===== src/rtl/bootrom_pkg.sv =====
// Shared types and sizing for the USB boot ROM read front end.
// Word range test lives here so every user agrees on where the ROM ends.
package bootrom_pkg;

  localparam int BOOTROM_DEPTH  = 73728;
  localparam int BOOTROM_ADDR_W = 17;
  localparam int BOOTROM_DATA_W = 32;
  localparam int BOOTROM_LEN_W  = 4;

  typedef enum logic [0:0] {
    IDLE  = 1'b0,
    BURST = 1'b1
  } bootrom_rd_state_e;

  typedef struct packed {
    logic [BOOTROM_DATA_W-1:0] data;
    logic                      err;
    logic                      last;
  } bootrom_beat_t;

  function automatic logic bootrom_word_ok(input logic [BOOTROM_ADDR_W:0] word,
                                           input logic                   mis);
    return !mis && (word < (BOOTROM_ADDR_W+1)'(BOOTROM_DEPTH));
  endfunction

endpackage


===== src/rtl/bootrom_read_port_if.sv =====
// Request/response channels between the interconnect and the boot ROM read port.
interface bootrom_read_port_if
  import bootrom_pkg::*;
#(
  parameter int ADDR_W = BOOTROM_ADDR_W,
  parameter int DATA_W = BOOTROM_DATA_W,
  parameter int LEN_W  = BOOTROM_LEN_W
) ();

  logic              req_valid;
  logic              req_ready;
  logic [ADDR_W+1:0] req_addr;
  logic [LEN_W-1:0]  req_len;
  logic              rsp_valid;
  logic              rsp_ready;
  logic [DATA_W-1:0] rsp_data;
  logic              rsp_err;
  logic              rsp_last;

  modport master (
    output req_valid, req_addr, req_len, rsp_ready,
    input  req_ready, rsp_valid, rsp_data, rsp_err, rsp_last
  );

  modport slave (
    input  req_valid, req_addr, req_len, rsp_ready,
    output req_ready, rsp_valid, rsp_data, rsp_err, rsp_last
  );

endinterface


===== src/rtl/bootrom_rsp_fifo.sv =====
// Two-entry response FIFO; the head entry drives the response channel directly.
module bootrom_rsp_fifo
  import bootrom_pkg::*;
(
  input  logic          clock,
  input  logic          reset_n,
  input  logic          push,
  input  bootrom_beat_t push_beat,
  input  logic          pop,
  output bootrom_beat_t head,
  output logic          valid,
  output logic [1:0]    count
);

  bootrom_beat_t mem_r [2];
  logic [1:0]    count_r;
  logic          wr_ptr_r;
  logic          rd_ptr_r;
  logic          do_push_s;
  logic          do_pop_s;

  // A full FIFO still accepts a push when its head leaves in the same cycle.
  assign do_push_s = push && ((count_r != 2'd2) || pop);
  assign do_pop_s  = pop && (count_r != 2'd0);

  // Storage, pointers and occupancy.
  always_ff @(posedge clock or negedge reset_n) begin
    if (!reset_n) begin
      mem_r[0] <= '0;
      mem_r[1] <= '0;
      count_r  <= 2'd0;
      wr_ptr_r <= 1'b0;
      rd_ptr_r <= 1'b0;
    end else begin
      if (do_push_s) begin
        mem_r[wr_ptr_r] <= push_beat;
        wr_ptr_r        <= ~wr_ptr_r;
      end
      if (do_pop_s) begin
        rd_ptr_r <= ~rd_ptr_r;
      end
      count_r <= count_r + {1'b0, do_push_s} - {1'b0, do_pop_s};
    end
  end

  assign head  = mem_r[rd_ptr_r];
  assign valid = (count_r != 2'd0);
  assign count = count_r;

endmodule


===== src/rtl/bootrom_read_port.sv =====
// Boot ROM read front end: turns word-aligned burst requests into ROM me/oe
// cycles and returns beats through a backpressured response FIFO.
module bootrom_read_port
  import bootrom_pkg::*;
#(
  parameter int ADDR_W = BOOTROM_ADDR_W,
  parameter int DATA_W = BOOTROM_DATA_W,
  parameter int DEPTH  = BOOTROM_DEPTH,
  parameter int LEN_W  = BOOTROM_LEN_W
) (
  input  logic                clock,
  input  logic                reset_n,
  bootrom_read_port_if.slave  bus,
  output logic                rom_me,
  output logic                rom_oe,
  output logic [ADDR_W-1:0]   rom_addr,
  input  logic [DATA_W-1:0]   rom_q
);

  bootrom_rd_state_e state_r, state_s;
  logic [ADDR_W:0]   word_r, word_s;
  logic [LEN_W-1:0]  beats_left_r, beats_left_s;
  logic              mis_r, mis_s;
  logic              inflight_r, inflight_s;
  logic              err_slot_r, err_slot_s;
  logic              last_slot_r, last_slot_s;

  bootrom_beat_t     push_beat_s;
  bootrom_beat_t     head_s;
  logic              fifo_valid_s;
  logic [1:0]        fifo_count_s;
  logic              pop_s;
  logic [2:0]        occ_s;
  logic              credit_s;
  logic              beat_ok_s;

  // A beat leaving the FIFO this cycle frees its slot, keeping 1 beat/cycle.
  assign pop_s     = fifo_valid_s && bus.rsp_ready;
  assign occ_s     = {1'b0, fifo_count_s} + {2'b00, inflight_r} - {2'b00, pop_s};
  assign credit_s  = (occ_s < 3'd2);
  assign beat_ok_s = bootrom_word_ok(word_r, mis_r);

  // Next-state, counters and ROM pin sequencing.
  always_comb begin
    state_s      = state_r;
    word_s       = word_r;
    beats_left_s = beats_left_r;
    mis_s        = mis_r;
    inflight_s   = 1'b0;
    err_slot_s   = 1'b0;
    last_slot_s  = 1'b0;
    rom_me       = 1'b0;
    rom_addr     = {ADDR_W{1'b0}};
    case (state_r)
      IDLE: begin
        if (bus.req_valid) begin
          word_s       = {1'b0, bus.req_addr[ADDR_W+1:2]};
          beats_left_s = bus.req_len;
          mis_s        = |bus.req_addr[1:0];
          state_s      = BURST;
        end else begin
          state_s = IDLE;
        end
      end
      BURST: begin
        if (credit_s) begin
          inflight_s  = 1'b1;
          err_slot_s  = !beat_ok_s;
          last_slot_s = (beats_left_r == {LEN_W{1'b0}});
          if (beat_ok_s) begin
            rom_me   = 1'b1;
            rom_addr = word_r[ADDR_W-1:0];
          end else begin
            rom_me = 1'b0;
          end
          word_s = word_r + (ADDR_W+1)'(1);
          if (beats_left_r == {LEN_W{1'b0}}) begin
            state_s = IDLE;
          end else begin
            beats_left_s = beats_left_r - LEN_W'(1);
          end
        end else begin
          state_s = BURST;
        end
      end
      default: begin
        state_s = IDLE;
      end
    endcase
  end

  // Burst control registers and the one-cycle ROM latency slot.
  always_ff @(posedge clock or negedge reset_n) begin
    if (!reset_n) begin
      state_r      <= IDLE;
      word_r       <= '0;
      beats_left_r <= '0;
      mis_r        <= 1'b0;
      inflight_r   <= 1'b0;
      err_slot_r   <= 1'b0;
      last_slot_r  <= 1'b0;
    end else begin
      state_r      <= state_s;
      word_r       <= word_s;
      beats_left_r <= beats_left_s;
      mis_r        <= mis_s;
      inflight_r   <= inflight_s;
      err_slot_r   <= err_slot_s;
      last_slot_r  <= last_slot_s;
    end
  end

  assign rom_oe = inflight_r && !err_slot_r;

  // Error beats carry zero data so a stale ROM output never leaks out.
  always_comb begin
    push_beat_s.data = err_slot_r ? '0 : rom_q;
    push_beat_s.err  = err_slot_r;
    push_beat_s.last = last_slot_r;
  end

  bootrom_rsp_fifo u_fifo (
    .clock     (clock),
    .reset_n   (reset_n),
    .push      (inflight_r),
    .push_beat (push_beat_s),
    .pop       (pop_s),
    .head      (head_s),
    .valid     (fifo_valid_s),
    .count     (fifo_count_s)
  );

  assign bus.req_ready = (state_r == IDLE);
  assign bus.rsp_valid = fifo_valid_s;
  assign bus.rsp_data  = head_s.data;
  assign bus.rsp_err   = head_s.err;
  assign bus.rsp_last  = head_s.last;

endmodule

===== src/flat_wrapper.sv =====
// flat-port wrapper written by rule: the top's interface ports become plain ports
module bootrom_read_port_flat import bootrom_pkg::*;
#(
  parameter int ADDR_W = BOOTROM_ADDR_W,
  parameter int DATA_W = BOOTROM_DATA_W,
  parameter int DEPTH  = BOOTROM_DEPTH,
  parameter int LEN_W  = BOOTROM_LEN_W
)
  (clock, reset_n, rom_me, rom_oe, rom_addr, rom_q, bus_req_valid, bus_req_addr, bus_req_len, bus_rsp_ready, bus_req_ready, bus_rsp_valid, bus_rsp_data, bus_rsp_err, bus_rsp_last);
  bootrom_read_port_if #(.ADDR_W(ADDR_W), .DATA_W(DATA_W), .LEN_W(LEN_W)) bus_i ();
  input  logic clock;
  input  logic reset_n;
  output logic rom_me;
  output logic rom_oe;
  output logic [ADDR_W-1:0] rom_addr;
  input  logic [DATA_W-1:0] rom_q;
  input wire logic [$bits(bus_i.req_valid)-1:0] bus_req_valid;
  input wire logic [$bits(bus_i.req_addr)-1:0] bus_req_addr;
  input wire logic [$bits(bus_i.req_len)-1:0] bus_req_len;
  input wire logic [$bits(bus_i.rsp_ready)-1:0] bus_rsp_ready;
  output wire logic [$bits(bus_i.req_ready)-1:0] bus_req_ready;
  output wire logic [$bits(bus_i.rsp_valid)-1:0] bus_rsp_valid;
  output wire logic [$bits(bus_i.rsp_data)-1:0] bus_rsp_data;
  output wire logic [$bits(bus_i.rsp_err)-1:0] bus_rsp_err;
  output wire logic [$bits(bus_i.rsp_last)-1:0] bus_rsp_last;
  assign bus_i.req_valid = bus_req_valid;
  assign bus_i.req_addr = bus_req_addr;
  assign bus_i.req_len = bus_req_len;
  assign bus_i.rsp_ready = bus_rsp_ready;
  assign bus_req_ready = bus_i.req_ready;
  assign bus_rsp_valid = bus_i.rsp_valid;
  assign bus_rsp_data = bus_i.rsp_data;
  assign bus_rsp_err = bus_i.rsp_err;
  assign bus_rsp_last = bus_i.rsp_last;
  bootrom_read_port #(.ADDR_W(ADDR_W), .DATA_W(DATA_W), .DEPTH(DEPTH), .LEN_W(LEN_W)) u_core (.clock(clock), .reset_n(reset_n), .bus(bus_i), .rom_me(rom_me), .rom_oe(rom_oe), .rom_addr(rom_addr), .rom_q(rom_q));
endmodule

===== config.mk =====
export PLATFORM = sky130hd
export DESIGN_NAME = bootrom_read_port_flat
export DESIGN_NICKNAME = d
export VERILOG_FILES = /design/src/rtl/bootrom_pkg.sv /design/src/rtl/bootrom_read_port_if.sv /design/src/rtl/bootrom_rsp_fifo.sv /design/src/rtl/bootrom_read_port.sv /design/src/flat_wrapper.sv
export SDC_FILE = /design/constraint.sdc
export NUM_CORES = 1
export LEC_CHECK = 0
export BUFFER_PORTS_ARGS = -buffer_cell sky130_fd_sc_hd__buf_2
export CAP_MARGIN = 20
export CORE_MARGIN = 4
export CORE_UTILIZATION = 49
export CTS_CLUSTER_SIZE = 10
export DETAILED_ROUTE_END_ITERATION = 12
export GPL_ROUTABILITY_DRIVEN = 0
export PLACE_DENSITY = 0.76
export SLEW_MARGIN = 25
export SYNTH_ARGS = -nofsm -noshare
export SYNTH_HDL_FRONTEND = slang
export SYNTH_SLANG_ARGS = --single-unit

===== constraint.sdc =====
create_clock -name clock -period 3.25 [get_ports clock]
set_input_delay 0.65 -clock clock [delete_from_list [all_inputs] [get_ports clock]]
set_output_delay 0.65 -clock clock [all_outputs]
set_load 0.02 [all_outputs]

==> impl_metrics.csv, run 1 <==
group,metric,value,unit
run_status,outcome,"complete, but fails checks",
run_status,failed_checks,"negative setup slack",
cells_and_area,area_growth_from_synthesis_to_layout,26.52,%
drt,wire_per_inst,17.69,um
floorplanning,die_area,0.01226,mm^2
cells_and_area,antenna_cells,0,
cells_and_area,finalInstanceArea,0.006541,mm^2
global_routing,first_pass_grt_wire_length,21210,um
cells_and_area,post_route_cells_drive_above_1_share,0.5199,
global_routing,antenna_violations_before_repair,0,
drt,routed-via-count,3980,
sta,rsz0062_at_grt,"true",
global_routing,busiest_layer,"met2",
floorplanning,pin_count,114,
sta,relSlewSlack,0.5002,
yosys,area_share_of_the_leading_cell_type_in_the_synthesized_netlist,0.4792,
yosys,synth.cell_area,0.005170,mm^2
drt,totalWireLength,12610,um
sta,finClkSkew,0.008801,ns
yosys,biggest_area_consumer_among_synthesized_cells,"sky130_fd_sc_hd__dfrtp_1",
power_and_ir_drop,pwr_density_cell,1089,mW/mm^2
yosys,synth-edff-count,0,
cts,max-clock-path-buffers,2,
floorplanning,initial_core_utilization,0.5030,
drt,drt_drc_violations_left,0,
global_routing,globalRoute.totalOverflow,0,
critical_path,worst_setup_path_end_kind,"output port",
sta,finalCriticalPeriod,3.456,ns
cts,cts_buf_count,9,
sta,timing_worst_slew_pin_value,0.7480,ns
floorplanning,rows,37,
sta,report.final.slew_viol_count,0,
yosys,synth_sequential_area_ratio,0.4792,
floorplanning,core_area,0.01028,mm^2
floorplanning,die_x,110.7,um
sta,report.final.hold_viol_count,0,
yosys,ys_seq_elements,99,
placement,placed_cells,687,
yosys,synth_area_per_cell,11.72,um^2
placement,io_buffer_count,113,
sta,post-route-period-util,1.063,
global_routing,groute.layer.met2.usage,0.3669,
placement,place_worst_setup_slack,-0.05031,ns
global_routing,grt_max_degree,56,
drt,vias_per_cell,5.582,
yosys,synth-warning-count,0,
cts,tritoncts,"built",
critical_path,cp.arrival,2.81,ns
global_routing,grtUsageMet1,0.2622,
critical_path,required_time_worst_endpoint,2.60,ns
critical_path,timing.setup.critical_path_class,"reg2out",
cells_and_area,layout.core_utilization,0.6365,
sta,setup_viol,18,
cts,clkSinkCount,99,
global_routing,first_global_vias,4312,
critical_path,worstSetupStartpointType,"flop",
cts,cts-htree-levels,3,
floorplanning,fp.dieH,110.7,um
yosys,largest_cells_by_area_after_synthesis,"sky130_fd_sc_hd__dfrtp_1 (48%), sky130_fd_sc_hd__mux2_2 (22%), sky130_fd_sc_hd__nor2b_1 (4.6%)",
placement,detailedPlacementHpwl,8584,um
yosys,postSynthCellCount,441,
yosys,yosysUniqueCellTypes,54,
yosys,syn_nets,507,
sta,max_clock_freq,289.4,MHz
placement,placement.cell_area,0.006102,mm^2
cts,clock_insertion_delay_worst_skew,0.35,ns
cells_and_area,nNetsFinal,638,
drt,drt_pre_antenna_iters,5,
power_and_ir_drop,cellLeakagePower,3.035,nW
sta,fin_ws,-0.2057,ns
drt,drt_iter0_markers,222,
cells_and_area,instances_no_fill,713,
yosys,postSynth.topFlopCell,"sky130_fd_sc_hd__dfrtp_1",
critical_path,crit_fanout,6,
power_and_ir_drop,peak_supply_drop,0.0005509,V
power_and_ir_drop,power,7.122,mW
drt,antenna_left,0,
global_routing,grt_use_met3,0.03603,
cts,cts-root-buf,"sky130_fd_sc_hd__clkbuf_8",
cts,cts.clk_slew.worst_paths,0.10,ns
global_routing,grt_usage,0.2106,
hold_path,min-delay-path-class,"in2async",
yosys,synth_async_sr_flop_share,1.000,
job,max-cap-violations,0,
-- where the power goes --
group / switching (mW) / leakage, nW / internal (mW)
Clock: 0.434 / 0.110 / 0.460
Sequential: 0.391 / 1.21 / 1.79
Combinational: 2.07 / 1.71 / 1.98
-- critical path: stages, from the launching register on --
cell and delay (ns):
sky130_fd_sc_hd__dfrtp_2 0.42, sky130_fd_sc_hd__or2_4 0.25, sky130_fd_sc_hd__and2_4 0.15, sky130_fd_sc_hd__ha_4 0.20, sky130_fd_sc_hd__nand2b_4 0.13, sky130_fd_sc_hd__fa_2 0.55
sky130_fd_sc_hd__and2_4 0.15, sky130_fd_sc_hd__nand2_4 0.07, sky130_fd_sc_hd__inv_8 0.10, sky130_fd_sc_hd__clkbuf_16 0.14, sky130_fd_sc_hd__and3_4 0.18, sky130_fd_sc_hd__buf_6 0.11
-- final timing paths --
path	start	endpoint	slack, ns	cells after the start
max	u_core.u_fifo.count[0]$_DFF_PN0_	rom_addr[5]	-0.21	11
min	reset_n	u_core.u_fifo.mem_r[11]$_DFFE_PN0P_	0.34	1
max reg2reg	u_core.u_fifo.count[0]$_DFF_PN0_	u_core.word_r[17]$_DFFE_PN0P_	0.25	11
min reg2reg	u_core.u_fifo.mem_r[7]$_DFFE_PN0P_	u_core.u_fifo.mem_r[7]$_DFFE_PN0P_	0.50	1
max in group asynchronous	reset_n	u_core.u_fifo.mem_r[13]$_DFFE_PN0P_	2.08	2
min in group clock	u_core.u_fifo.mem_r[7]$_DFFE_PN0P_	u_core.u_fifo.mem_r[7]$_DFFE_PN0P_	0.50	1
-- layout make-up --
| type | count | area, um^2 |
|---|---|---|
| Sequential cell | 99 | 2480 |
| Timing Repair Buffer | 145 | 954.7 |
| Multi-Input combinational cell | 307 | 2663 |
| Tap cell | 136 | 170.2 |
| Inverter | 9 | 41.29 |
| Timing Repair inverter | 1 | 6.256 |
| Fill cell | 813 | 3736 |
| Clock buffer | 11 | 141.4 |
| Clock inverter | 5 | 85.08 |
-- flip-flops by register name (all words and copies together), names as in the netlist --
| signal | count |
|---|---|
| u_core.u_fifo.count | 2 |
| u_core.u_fifo.mem_r | 68 |
| u_core.word_r | 18 |
| u_core.inflight_r | 1 |
| u_core.mis_r | 1 |
| u_core.state_r | 1 |
| u_core.u_fifo.rd_ptr_r | 1 |
| u_core.u_fifo.wr_ptr_r | 1 |
| u_core.err_slot_r | 1 |
| u_core.last_slot_r | 1 |
| u_core.beats_left_r | 4 |
-- synth_stat cells, types with 2 or more instances --
cell,count
sky130_fd_sc_hd__a211o_1,2
sky130_fd_sc_hd__a211oi_1,4
sky130_fd_sc_hd__a21oi_1,11
sky130_fd_sc_hd__a2bb2oi_1,2
sky130_fd_sc_hd__a31oi_1,3
sky130_fd_sc_hd__and2_1,6
sky130_fd_sc_hd__and3_1,19
sky130_fd_sc_hd__and3_2,2
sky130_fd_sc_hd__and4_1,3
sky130_fd_sc_hd__buf_1,2
sky130_fd_sc_hd__buf_2,8
sky130_fd_sc_hd__buf_4,3
sky130_fd_sc_hd__clkbuf_1,11
sky130_fd_sc_hd__dfrtp_1,99
sky130_fd_sc_hd__ha_1,6
sky130_fd_sc_hd__inv_1,8
sky130_fd_sc_hd__mux2_2,101
sky130_fd_sc_hd__mux2i_1,7
sky130_fd_sc_hd__nand2_1,17
sky130_fd_sc_hd__nand2b_1,2
sky130_fd_sc_hd__nand3_1,11
sky130_fd_sc_hd__nand4_1,5
sky130_fd_sc_hd__nor2_1,16
sky130_fd_sc_hd__nor2b_1,38
sky130_fd_sc_hd__nor3_1,8
sky130_fd_sc_hd__o211ai_1,4
sky130_fd_sc_hd__o21ai_0,3
sky130_fd_sc_hd__o31ai_1,3
sky130_fd_sc_hd__o32ai_1,4
sky130_fd_sc_hd__or4_1,4
sky130_fd_sc_hd__xnor2_1,3
sky130_fd_sc_hd__xor2_1,4
-- cell usage in the layout, fill, tap and decap left out, drive strengths merged, types with 7 or more instances in the layout --
cell    count
nor2b      38
mux2      102
nand3      11
clkbuf     12
inv        11
dfrtp      99
mux2i       7
nor2       17
nor3        9
buf       144
a21oi      11
and3       21
nand2      18
-- repair_timing --
action | 4_1_cts | 5_1_grt
cloned | 1 | 1
setup buffers | 3 | 5
resized for setup | 38 | 1
hold buffers | 0 | 0
pin swaps | 1 | 3
setup endpoints to repair | 18 | 18
-- cell families (layout without fill, tap and decap cells) --
| kind of cell | count (synthesis) | count (layout) | synth area share |
|---|---|---|---|
| AO/OA/AOI/OAI | 45 | 45 | 0.06801 |
| XOR/XNOR | 8 | 8 | 0.01501 |
| adder cells (fa/ha/maj) | 7 | 7 | 0.01839 |
| buffers and inverters | 35 | 171 | 0.03122 |
| flip-flops | 99 | 99 | 0.4792 |
| multiplexers | 109 | 109 | 0.2357 |
| AND/OR/NAND/NOR | 138 | 138 | 0.1525 |
-- layer usage --
| metal | share of wire | up-vias | wire length [um] |
|---|---|---|---|
| li1 | - | 1844 | - |
| met1 | 0.41 | 1970 | 5223 |
| met2 | 0.51 | 141 | 6385 |
| met3 | 0.058 | 25 | 727 |
| met4 | 0.022 | 0 | 274 |
| met5 | 0 | - | 0 |
-- metrics by stage --
step,TNS (ns),hold slack (ns)
after floorplan,0,0.3544
after global placement,-0.05429,0.4688
after detailed placement,-0.5711,0.4766
after CTS,-3.539,0.3552
after global routing,-4.604,0.3881
final,-3.246,0.3393
Power figures use the tool's default switching activity.
==> run 2: changes to the inputs <==
- ABC_AREA: default -> 1
- CORE_UTILIZATION: 49 -> 50
- PLACE_DENSITY: 0.76 -> 0.77
==> run 2 against run 1 <==
The run still ends with negative setup slack left. Largest cell class unchanged. Design area grew 3.3%. Non-clock buffer count shrank 7. Synthesized cell count grew 67%. Combinational power is essentially flat. Sequential power is essentially flat. Global-route usage is essentially flat. Die area grew 2.0%. Sequential cell count is the same. Hold slack lost 0.0076 ns. Utilization grew 1.2 points. First-iteration DRC count grew 57%.
==> impl_metrics.csv, run 2 <==
group,metric,value,unit
cells_and_area,registers_with_the_most_flip_flops,"u_core.u_fifo.mem_r (68), u_core.word_r (18), u_core.beats_left_r (4)",
sta,finClkSkew,0.006122,ns
global_routing,first_global_vias,4763,
power_and_ir_drop,portion_of_total_power_attributed_to_combinational_logic,0.572,
cells_and_area,instances_no_fill,999,
cts,cts-hold-fix-buffers,0,
yosys,largest_family_of_logic_cells_by_synthesized_area,"simple AND/OR/NAND/NOR gates",
drt,wire_per_inst,12.94,um
critical_path,required_time_worst_endpoint,2.60,ns
hold_path,min-delay-path-class,"in2async",
yosys,synth_sequential_area_ratio,0.4596,
cells_and_area,nNetsFinal,924,
yosys,synthSimpleGateAreaFrac,0.2867,
power_and_ir_drop,power.switching,3.357,mW
cells_and_area,area_growth_from_synthesis_to_layout,25.32,%
yosys,share_of_synthesized_area_spent_on_multiplexers,0,
critical_path,cpPeakStageDelay,0.57,ns
global_routing,grt_usage,0.2107,
critical_path,timing.setup.critical_path_class,"reg2out",
critical_path,crit_fanout,5,
sta,fin_ws,-0.06315,ns
yosys,synth.cell_area,0.005390,mm^2
critical_path,worstReg2RegEnd,"u_core.word_r[12]$_DFFE_PN0P_",
yosys,synth_async_sr_flop_share,1.000,
drt,vias_per_cell,4.986,
sta,rsz0062_at_grt,"true",
run_status,outcome,"complete, but fails checks",
yosys,biggest_area_consumer_among_synthesized_cells,"sky130_fd_sc_hd__dfrtp_1",
yosys,synth_compound_area_frac,0.1121,
sta,finalCriticalPeriod,3.313,ns
critical_path,reg2reg_depth,15,
yosys,yosysUniqueCellTypes,30,
job,max-cap-violations,0,
yosys,synth_xor_xnor_area_share,0.01300,
global_routing,globalRoute.totalOverflow,0,
global_routing,grt_max_degree,53,
yosys,postSynthCellCount,738,
sta,relSlewSlack,0.2791,
placement,detailedPlacementHpwl,8368,um
floorplanning,die_x,111.8,um
critical_path,worstSetupStartpointType,"flop",
critical_path,worst_setup_path_end_kind,"output port",
drt,routed-via-count,4981,
cells_and_area,post_route_cells_drive_above_1_share,0.2572,
drt,antenna_left,0,
critical_path,critical_path.startpoint,"u_core.u_fifo.count[0]$_DFF_PN0_",
power_and_ir_drop,switching_share,0.4758,
cts,cts.clk_slew.worst_paths,0.09,ns
cells_and_area,mostFrequentLayoutCells,"sky130_fd_sc_hd__nand2_1 (244), sky130_fd_sc_hd__inv_1 (100), sky130_fd_sc_hd__dfrtp_1 (98)",
yosys,post-synth-top-count-cell,"sky130_fd_sc_hd__nand2_1",
floorplanning,initial_core_utilization,0.5175,
sta,setup_viol,17,
cts,clock_insertion_delay_worst_skew,0.36,ns
power_and_ir_drop,power,7.056,mW
drt,totalWireLength,12930,um
yosys,largest_cells_by_area_after_synthesis,"sky130_fd_sc_hd__dfrtp_1 (46%), sky130_fd_sc_hd__nand2_1 (17%), sky130_fd_sc_hd__inv_1 (7.2%)",
sta,report.final.slew_viol_count,0,
cts,clkSinkCount,99,
critical_path,crit_slowest_cell,"sky130_fd_sc_hd__fa_2",
sta,post-route-period-util,1.019,
cells_and_area,max_reg_flops,68,
cells_and_area,layout.core_utilization,0.6485,
yosys,postSynth.topFlopCell,"sky130_fd_sc_hd__dfrtp_1",
critical_path,rrSetupSlack,0.52,ns
sta,finalSetupTns,-0.6418,ns
cts,tritoncts,"built",
placement,place_worst_setup_slack,-0.1528,ns
critical_path,cp.arrival,2.66,ns
cts,cts-root-buf,"sky130_fd_sc_hd__clkbuf_8",
critical_path,worst_setup_path_endpoint,"rom_addr[6]",
cts,cts-htree-levels,3,
sta,max_clock_freq,301.8,MHz
power_and_ir_drop,cellLeakagePower,3.538,nW
power_and_ir_drop,power.share.clock,0.122,
power_and_ir_drop,peak_supply_drop,0.0006056,V
sta,timing_worst_slew_pin_value,1.073,ns
power_and_ir_drop,pwr_density_cell,1044,mW/mm^2
yosys,synthTopCellsByCount,"sky130_fd_sc_hd__nand2_1 (245), sky130_fd_sc_hd__inv_1 (104), sky130_fd_sc_hd__dfrtp_1 (99)",
sta,report.final.hold_viol_count,0,
drt,drt_pre_antenna_iters,5,
cts,cts_buf_count,9,
yosys,synth-warning-count,0,
drt,drt_iter0_markers,348,
placement,io_buffer_count,113,
global_routing,antenna_violations_before_repair,0,
floorplanning,core_area,0.01042,mm^2
floorplanning,pin_count,114,
drt,drt_drc_violations_left,0,
critical_path,timing.critical_path.mode_cell,"sky130_fd_sc_hd__nand2_4",
yosys,synth_area_per_cell,7.304,um^2
critical_path,worstReg2RegStart,"u_core.u_fifo.count[0]$_DFF_PN0_",
critical_path,cp_cell_sequence,"inv_2 -> nand2_4 -> nand2_4 -> inv_4 -> ha_4 -> or2_4 -> fa_2 -> nand3_4 -> clkinv_8 -> nand2_8 -> nor2_4 -> buf_6",
cells_and_area,antenna_cells,0,
cells_and_area,most_common_library_cell_in_the_layout_ignoring_fill_and_taps,"sky130_fd_sc_hd__nand2_1",
yosys,synth-edff-count,0,
power_and_ir_drop,cell_internal_pwr,3.699,mW
floorplanning,die_area,0.01251,mm^2
yosys,area_share_of_the_leading_cell_type_in_the_synthesized_netlist,0.4596,
cells_and_area,largest_register,"u_core.u_fifo.mem_r",
power_and_ir_drop,pwr-share-seq,0.306,
cts,max-clock-path-buffers,2,
global_routing,first_pass_grt_wire_length,21910,um
yosys,syn_nets,804,
floorplanning,rows,37,
floorplanning,fp.dieH,111.8,um
placement,placed_cells,972,
yosys,synth-adder-area-share,0.01764,
yosys,ys_seq_elements,99,
run_status,failed_checks,"negative setup slack",
[run 2: changes by cell type after synthesis, sizes merged, moves of 5 or more]
cell | before | now
mux2 | 102 | 0
and2 | 6 | 0
o21ai | 3 | 97
nor3 | 9 | 0
nand2 | 18 | 258
inv | 9 | 108
nand3 | 11 | 20
and3 | 21 | 0
nor2b | 38 | 0
mux2i | 7 | 0
a21oi | 11 | 2
nor2 | 17 | 91
buf | 14 | 19
[run 2: how the worst min path moves through the flow]
stage,startpoint,endpoint,slack [ns],cells past startpoint
after floorplan,reset_n,u_core.beats_left_r[0]$_DFFE_PN0P_,0.35,0
after global placement,u_core.u_fifo.mem_r[12]$_DFFE_PN0P_,u_core.u_fifo.mem_r[12]$_DFFE_PN0P_,0.46,2
after detailed placement,u_core.u_fifo.mem_r[25]$_DFFE_PN0P_,u_core.u_fifo.mem_r[25]$_DFFE_PN0P_,0.47,2
after CTS,reset_n,u_core.u_fifo.mem_r[38]$_DFFE_PN0P_,0.34,1
after global routing,reset_n,u_core.u_fifo.mem_r[4]$_DFFE_PN0P_,0.37,1
final,reset_n,u_core.u_fifo.mem_r[38]$_DFFE_PN0P_,0.33,1
[run 2: metrics by stage]
stage	area, um^2	hold WS (ns)
CTS	6610	0.3419
global route	6755	0.3724
global placement	6115	0.4629
detailed placement	6115	0.4654
finish	6755	0.3317
floorplan	5390	0.3544
[run 2: cells by family after synthesis]
group / after synthesis
AOI/OAI and AO/OA: 104
xor gates and xnor gates: 8
adders and majority gates: 7
buffers and inverters: 140
DFF: 99
and+or+nand+nor: 380
[run 2: layer usage]
layer,global-route usage,wire [um],share of wire,up-vias
met5,0,0,0,-
met4,0.07218,304,0.024,0
met3,0.03370,826,0.064,33
met2,0.3493,6236,0.48,175
met1,0.2818,5558,0.43,2283
li1,-,-,-,2490
[run 2: power groups by stage]
stage	registers, mW	logic [mW]	clock network (mW)
floorplan	2.05	2.54	0
global placement	2.16	3.33	0
detailed placement	2.17	3.40	0
CTS	2.16	3.85	0.878
global route	2.23	4.51	0.930
finish	2.16	4.04	0.858
[run 2: final cells by class]
type / count / area (um^2)
tap: 136 / 170.2
clock inverter: 4 / 73.82
multi-input combinational: 502 / 2557
sequential: 99 / 2479
clock buffer: 12 / 135.1
inverter: 108 / 425.4
fill: 946 / 3661
timing repair buffer: 138 / 914.6
[run 2: what timing repair did]
action | CTS | global route
resized for setup | 65 | 28
setup endpoints to repair | 18 | 18
pin swaps | 12 | 14
cloned | 2 | 1
buffers inserted | 5 | 3
[run 2: worst max-delay path: cells and delay by family, from the launching register on]
family / cells / cell delay, ns
adders and majority gates: 2 / 0.77
and+or+nand+nor: 6 / 0.75
DFF: 1 / 0.40
buffers and inverters: 4 / 0.36
